==> src/rtl/guess_input_encoder.sv <==
// Guess input encoder: PS/2 set-2 scan bytes to single-cycle guess loads.
// Filters breaks, typematic repeats, extended keys and duplicate guesses.
module guess_input_encoder #(
    parameter int          GAP_CYCLES = 16,
    parameter logic [7:0]  BREAK_CODE = 8'hF0,
    parameter logic [7:0]  EXT_CODE   = 8'hE0,
    parameter logic [7:0]  START_CODE = 8'h5A
) (
    input  logic        clk,
    input  logic        reset,
    input  logic        scan_valid,
    input  logic [7:0]  scan_code,
    input  logic [1:0]  game_state,
    input  logic [25:0] guessed_mask,
    output logic        load,
    output logic [4:0]  load_x,
    output logic        dup_guess,
    output logic        key_held
);

    localparam int CW = (GAP_CYCLES > 1) ? $clog2(GAP_CYCLES) : 1;
    localparam logic [CW-1:0] GAP_RELOAD = CW'(GAP_CYCLES - 1);
    localparam logic [4:0] START_IDX = 5'd26;

    typedef enum logic [1:0] {
        P_IDLE,
        P_BREAK,
        P_EXT,
        P_EXT_BREAK
    } pstate_t;

    pstate_t state, state_nxt;

    logic [7:0]    held_code;
    logic          make_seen, break_seen, new_make;
    logic          code_hit;
    logic [4:0]    code_idx;
    logic          ev_valid;
    logic [CW-1:0] gap_cnt;
    logic          pend_valid, pend_valid_nxt;
    logic [4:0]    pend_idx, pend_idx_nxt;
    logic          iss_valid;
    logic [4:0]    iss_idx;
    logic          do_load, do_dup;
    logic          in_game, is_start;
    logic [31:0]   mask_ext;

    // Parser state register
    always_ff @(posedge clk) begin
        if (reset) state <= P_IDLE;
        else       state <= state_nxt;
    end

    // Parser next state and make/break classification of the current byte
    always_comb begin
        state_nxt  = state;
        make_seen  = 1'b0;
        break_seen = 1'b0;
        if (scan_valid) begin
            case (state)
                P_IDLE: begin
                    if (scan_code == EXT_CODE)        state_nxt = P_EXT;
                    else if (scan_code == BREAK_CODE) state_nxt = P_BREAK;
                    else                              make_seen = 1'b1;
                end
                P_BREAK: begin
                    break_seen = 1'b1;
                    state_nxt  = P_IDLE;
                end
                P_EXT: begin
                    if (scan_code == BREAK_CODE) state_nxt = P_EXT_BREAK;
                    else                         state_nxt = P_IDLE;
                end
                default: state_nxt = P_IDLE;
            endcase
        end
    end

    assign new_make = make_seen && !(key_held && scan_code == held_code);

    // Map a make code to its letter index, or the start index
    always_comb begin
        code_hit = 1'b1;
        code_idx = 5'd0;
        if (scan_code == START_CODE) begin
            code_idx = START_IDX;
        end else begin
            case (scan_code)
                8'h1C: code_idx = 5'd0;
                8'h32: code_idx = 5'd1;
                8'h21: code_idx = 5'd2;
                8'h23: code_idx = 5'd3;
                8'h24: code_idx = 5'd4;
                8'h2B: code_idx = 5'd5;
                8'h34: code_idx = 5'd6;
                8'h33: code_idx = 5'd7;
                8'h43: code_idx = 5'd8;
                8'h3B: code_idx = 5'd9;
                8'h42: code_idx = 5'd10;
                8'h4B: code_idx = 5'd11;
                8'h3A: code_idx = 5'd12;
                8'h31: code_idx = 5'd13;
                8'h44: code_idx = 5'd14;
                8'h4D: code_idx = 5'd15;
                8'h15: code_idx = 5'd16;
                8'h2D: code_idx = 5'd17;
                8'h1B: code_idx = 5'd18;
                8'h2C: code_idx = 5'd19;
                8'h3C: code_idx = 5'd20;
                8'h2A: code_idx = 5'd21;
                8'h1D: code_idx = 5'd22;
                8'h22: code_idx = 5'd23;
                8'h35: code_idx = 5'd24;
                8'h1A: code_idx = 5'd25;
                default: code_hit = 1'b0;
            endcase
        end
    end

    assign ev_valid = new_make && code_hit;

    // Held key tracking: latch on accepted make, release on matching break
    always_ff @(posedge clk) begin
        if (reset) begin
            held_code <= 8'h00;
            key_held  <= 1'b0;
        end else if (new_make) begin
            held_code <= scan_code;
            key_held  <= 1'b1;
        end else if (break_seen && scan_code == held_code) begin
            key_held  <= 1'b0;
        end
    end

    // Choose what issues this edge: pending first, else a fresh event
    always_comb begin
        iss_valid      = 1'b0;
        iss_idx        = 5'd0;
        pend_valid_nxt = pend_valid;
        pend_idx_nxt   = pend_idx;
        if (gap_cnt == '0 && pend_valid) begin
            iss_valid      = 1'b1;
            iss_idx        = pend_idx;
            pend_valid_nxt = ev_valid;
            pend_idx_nxt   = code_idx;
        end else if (gap_cnt == '0 && ev_valid) begin
            iss_valid = 1'b1;
            iss_idx   = code_idx;
        end else if (ev_valid) begin
            pend_valid_nxt = 1'b1;
            pend_idx_nxt   = code_idx;
        end
    end

    assign in_game  = (game_state == 2'd1);
    assign is_start = (iss_idx == START_IDX);
    assign mask_ext = {6'd0, guessed_mask};
    assign do_load  = iss_valid &&
                      (is_start ? !in_game : (in_game && !mask_ext[iss_idx]));
    assign do_dup   = iss_valid && !is_start && in_game && mask_ext[iss_idx];

    // Issue registers, pending slot and load spacing counter
    always_ff @(posedge clk) begin
        if (reset) begin
            load       <= 1'b0;
            load_x     <= 5'd0;
            dup_guess  <= 1'b0;
            gap_cnt    <= '0;
            pend_valid <= 1'b0;
            pend_idx   <= 5'd0;
        end else begin
            load       <= do_load;
            dup_guess  <= do_dup;
            pend_valid <= pend_valid_nxt;
            pend_idx   <= pend_idx_nxt;
            if (do_load) load_x <= iss_idx;
            if (do_load)             gap_cnt <= GAP_RELOAD;
            else if (gap_cnt != '0)  gap_cnt <= gap_cnt - CW'(1);
        end
    end

endmodule

==> config.mk <==
export PLATFORM = sky130hd
export DESIGN_NAME = guess_input_encoder
export DESIGN_NICKNAME = d
export VERILOG_FILES = /design/src/rtl/guess_input_encoder.sv
export SDC_FILE = /design/constraint.sdc
export NUM_CORES = 1
export LEC_CHECK = 0
export ABC_CLOCK_PERIOD_IN_PS = 7300
export CORE_MARGIN = 10
export CORE_UTILIZATION = 30
export CTS_BUF_LIST = sky130_fd_sc_hd__clkbuf_8
export DETAILED_ROUTE_END_ITERATION = 12
export PLACE_DENSITY = 0.5
export SLEW_MARGIN = 10
export SYNTH_ARGS = -nofsm -noshare
export SYNTH_HDL_FRONTEND = slang
export SYNTH_SLANG_ARGS = --single-unit
==> constraint.sdc <==
create_clock -name clk -period 7.3 [get_ports clk]
set_input_delay 1.46 -clock clk [delete_from_list [all_inputs] [get_ports clk]]
set_output_delay 1.46 -clock clk [all_outputs]
set_load 0.02 [all_outputs]
Word level (Yosys, flattened, before mapping)
Cells that the tools add are included.

$add $sub $neg: 1. $lt $le $gt $ge: 1. Equal/unequal tests: 36. Mux-type cells: 31. Reduce and logical (&&, ||, !) cells: 24.

Operators by type and width (number): 8-bit by 6-bit equality test with 1-bit output, second input constant (16); 5-bit one-hot mux with 25 select lines (1); 8-bit by 7-bit equality test with 1-bit output, second input constant (6); 8-bit by 5-bit equality test with 1-bit output, second input constant (5); 5-bit 2-to-1 mux (6); 26-bit OR reduction (1); 1-bit 2-to-1 mux (17); 8-bit equality test, second input constant (2); 1-bit logical AND (11); 8-bit equality test (1); 4-bit 2-to-1 mux (2); 5-bit by 6-bit < comparator with 1-bit output, second input constant (1); 2-bit 2-to-1 mux (3); 2-bit nonzero test (3); 1-bit binary-select mux with 5-bit select (1); 5-bit equality test, second input constant (1); 2-bit by 1-bit equality test with 1-bit output, second input constant (2); 1-bit zero test (4); 4-bit zero test (1); 2-bit one-hot mux with 2 select lines (1); 2-bit AND reduction (2); 4-bit nonzero test (1); 4-bit by 1-bit subtractor with 4-bit output, second input constant (1); 3-bit inequality test, second input constant (1); other kinds (3) (3).

Register bits: 28. Input port bits: 39. Output and inout port bits: 8. Word-level logic and storage cells: 102.

Longest topological paths before layout
Word-level depth: 17. Depth in mapped cells: 15.

Worst setup path after synthesis
No wires, ideal clock.

Path kind: input-to-reg. Start point: input port scan_code[6]. End point: register load_x[4]. Arrival: 3.959 ns. Path slack: 3.220 ns. Cell stages on the path: 12. Path buffers: 1. Cell sequence: buf_2 > nand2_1 > nor3_1 > or3_1 > or2b_4 > o31a_4 > mux2_1 > o211ai_1 > a2bb2oi_1 > o22ai_4 > nand4_4 > mux2_4.

Cells in the longest elaborated chain, start to end: 16. Elaborated cells on any way between the ends: 55. Classes of those cells: eq/ne: 31; mux: 15; reduce/logical: 9.

RTL lines: start, declared (line 12) `input logic [7:0] scan_code,`; 8-bit equality test (line 63) `else if (scan_code == BREAK_CODE) state_nxt = P_BREAK;`; 1-bit 2-to-1 mux (line 63); 1-bit 2-to-1 mux (line 62) `if (scan_code == EXT_CODE) state_nxt = P_EXT;`; 1-bit 2-to-1 mux (line 60) `case (state)`; 1-bit 2-to-1 mux (line 59) `if (scan_valid) begin`; 1-bit logical AND (line 79) `assign new_make = make_seen && !(key_held && scan_code == held_code);`; 1-bit logical AND (line 120) `assign ev_valid = new_make && code_hit;`; 1-bit logical AND (line 146) `end else if (gap_cnt == '0 && ev_valid) begin`; 5-bit 2-to-1 mux (line 146); 5-bit 2-to-1 mux (line 141) `if (gap_cnt == '0 && pend_valid) begin`; 1-bit binary-select mux with 5-bit select (line 159) `(is_start ? !in_game : (in_game && !mask_ext[iss_idx]));`; 1-bit 2-to-1 mux (not written as such) (line 159); 1-bit zero test (line 159); 1-bit logical AND (line 159); 1-bit 2-to-1 mux (line 159); 1-bit logical AND (line 158) `assign do_load = iss_valid &&`; end signal, assigned (line 176) `if (do_load) load_x <= iss_idx;`; end, declared (line 16) `output logic [4:0] load_x,`.

Several ways; a longest one is shown, not always the timed one. The select of a mux whose other input is x is not followed. A chain may end at the register's enable or synchronous reset.

Final worst setup path
Start point: input port scan_code[0]. End point: register load_x[4].

The elaborated chain is that of the path after synthesis.

==> flow_metrics.tcl <==
set metrics [dict create \
    area_growth_pct 21.7 \
    fin_crit_ns 5.35 \
    post_cts_buffers 0 \
    cpPeakStageDelay_ns 0.75 \
    cp_cell_sequence "clkdlybuf4s50_1, or4b_1, nor3_1, or3_1, or2b_4, nor2_1, a32oi_2, mux2i_1, o22ai_1, a2bb2oi_1, o22ai_4, nand4_4, mux2_4" \
    setup_viol 0 \
    wirelength_um 6360 \
    cts.htree.levels 1 \
    cp-end-kind "flop" \
    dp_cells 429 \
    finalHoldViolCount 0 \
    synth.area.top_cells "dfxtp_1 (23%), mux2i_1 (8.7%), nor2_1 (5.0%)" \
    worstMarginPinSlew_ns 0.711 \
    io_buffers 46 \
    crit_type "input port to flop" \
    status "finished, final reports clean" \
    r2r-end "load_x[4]$_SDFFE_PP0P_" \
    async_flop_share 0 \
    die_w_um 110 \
    yosysMostFrequentCell "nor2_1" \
    synth_common_cells "nor2_1 (32), dfxtp_1 (28), nand2_1 (24)" \
    wl_met3_um 254 \
    ys.flop_type "dfxtp_1" \
    cts_hold_buffers 0 \
    rsz0062_at_grt "no" \
    crit_required_ns 7.48 \
    overflow 0 \
    fin_nets 373 \
    p_total_mw 0.549 \
    min_to "load_x[1]$_SDFFE_PP0P_" \
    clockRootBuffer "clkbuf_8" \
    std_cell_rows 32 \
    numCtsBuffers 3 \
    reg2reg_from "held_code[7]$_SDFFE_PP0P_" \
    period_share 0.734 \
    cts_sinks 28 \
    syn-num-nets 343 \
    fin_tns_setup_ns 0 \
    reg2reg_depth 12 \
    synth.top_cell.area_share 0.231 \
    design_area_um2 2950 \
    vias_per_cell 5.32 \
    critPathLaunchType "input port" \
    topRoutingLayerUsed "met4" \
    cts_resized 0 \
    vias 2302 \
    synth.distinct_cells 66 \
    antenna_found_initial 0 \
    postRouteAntennaNets 0 \
    dr_wl_met2_um 2960 \
    slowest_stage "clkdlybuf4s50_1" \
    ios 47 \
    floorplan.initialDensity 0.311 \
    crit_arrival_ns 5.54 \
    dp_hpwl_um 4740 \
    antennaDiodeCount 0 \
    cts_tree "yes" \
    layout.cells.non_filler 433 \
    fmax_ghz 0.187 \
    utilization 0.378 \
    hp-class "flop to flop" \
    synth_edf_count 0 \
    postSynthCellCount 302 \
    clk_path_buf_depth 2 \
    gp_congestion 0.805 \
    ys_warn_count 0 \
    grt_util_all_layers 0.107 \
    drive_above_1_share 0.0695 \
    powerDensity_nw_per_um2 186 \
    worstSkewPairLatency_ns 0.28 \
    remaining_drc_errors 0 \
    placed_cell_area_um2 2890 \
    slew_headroom 0.526 \
    drv_slew 0 \
    grt_max_degree 32 \
    grt_pass1_wl_um 10900 \
    dieHeight_um 110 \
    synth_area_um2 2430 \
    clk_pin_slew_ns 0.11 \
    synth_seq_cells 28 \
    wl_met1_um 3080 \
    yosysSeqAreaShare 0.231 \
    die_area_um2 12100 \
    postSynthAreaPerCell_um2 8.03 \
    irDropWorstVdd_uv 71.9 \
    hp-start "load_x[1]$_SDFFE_PP0P_" \
    avgRoutedWirePerCell_um 14.7 \
    core-area_um2 7810 \
    first_iter_violations 81 \
    firstDrtPassIters 4 \
    cp_max_fo 21 \
    r2r_setup_slack_ns 3.77 \
    synth.largest_area_cell "dfxtp_1" \
    maxCapViolCount 0 \
    total_leakage_power_nw 1.15 \
    skew_ns 0.0117 \
    grt_pass1_vias 2268 \
    holdPathStages 2 \
]
[worst max-delay path, delay by kind of cell]
kind | cells | cell delay (ns)
compound gates | 4 | 1.16
buf+inv | 1 | 0.75
mux | 2 | 0.61
simple gates | 6 | 1.55
[per-layer routing]
layer | track usage | up-vias
met2 | 0.166 | 42
met1 | 0.146 | 1088
met4 | 0.0325 | 0
met3 | 0.0217 | 4
met5 | 0 | -
li1 | - | 1168
[power breakdown]
group	internal (mW)	leakage (nW)	total, mW	switching (mW)
clock network	0.0735	0.0357	0.124	0.0508
registers	0.166	0.228	0.176	0.0103
logic	0.101	0.891	0.248	0.147
total	0.340	1.15	0.549	0.208
[layout make-up]
class                           instances  area (um2)
Sequential cell                        28         561
Timing Repair Buffer                   47         463
Clock inverter                          1        30.0
Tap cell                              102         128
Fill cell                             819        4860
Inverter                                8        30.0
Multi-Input combinational cell        244        1700
Clock buffer                            3        41.3
[how the worst max path moves through the flow]
stage / endpoint / from / depth (start not counted) / slack [ns]
finish: load_x[4]$_SDFFE_PP0P_ / scan_code[0] / 13 / 1.95
global route: load_x[4]$_SDFFE_PP0P_ / scan_code[0] / 13 / 1.65
CTS: load_x[4]$_SDFFE_PP0P_ / scan_code[0] / 13 / 1.93
detailed placement: load_x[4]$_SDFFE_PP0P_ / scan_code[0] / 13 / 1.64
global placement: load_x[4]$_SDFFE_PP0P_ / scan_code[0] / 13 / 1.75
floorplan: load_x[4]$_SDFFE_PP0P_ / scan_code[6] / 12 / 3.22
[per-stage QoR]
stage	hold slack [ns]	setup WS (ns)
after floorplan	0.454	3.22
after global placement	0.467	1.75
after detailed placement	0.474	1.64
after CTS	0.491	1.93
after global routing	0.530	1.65
final	0.484	1.95
[cells in the final DEF, fill, tap and decap left out, types with 5 or more instances in the layout]
cell	n
a31oi_1	11
nand2b_1	9
a21oi_1	14
nand2_1	24
dfxtp_1	28
inv_1	8
o211ai_1	6
clkdlybuf4s50_1	45
nand3_1	11
and2_1	5
o21ai_0	6
nor2_1	32
nor3_1	6
xor2_1	9
mux2i_1	21
and2b_1	6
[sequential cells by signal (all words and copies together) (netlist names)]
register	cells
dup_guess	1
pend_idx	5
key_held	1
held_code	8
pend_valid	1
gap_cnt	4
state	2
load_x	5
load	1
[logic make-up (layout without fill, tap and decap cells)]
family                   after synthesis  count (layout)  synth area share
AND/OR/NAND/NOR                      127             127             0.290
AO/OA/AOI/OAI                         78              78             0.248
buffers and inverters                 30              59            0.0686
flip-flops                            28              28             0.231
multiplexers                          27              27             0.116
XOR/XNOR                              10              10            0.0361
adder cells (fa/ha/maj)                2               2            0.0103
No activity file was read; power rests on OpenSTA's default activity.
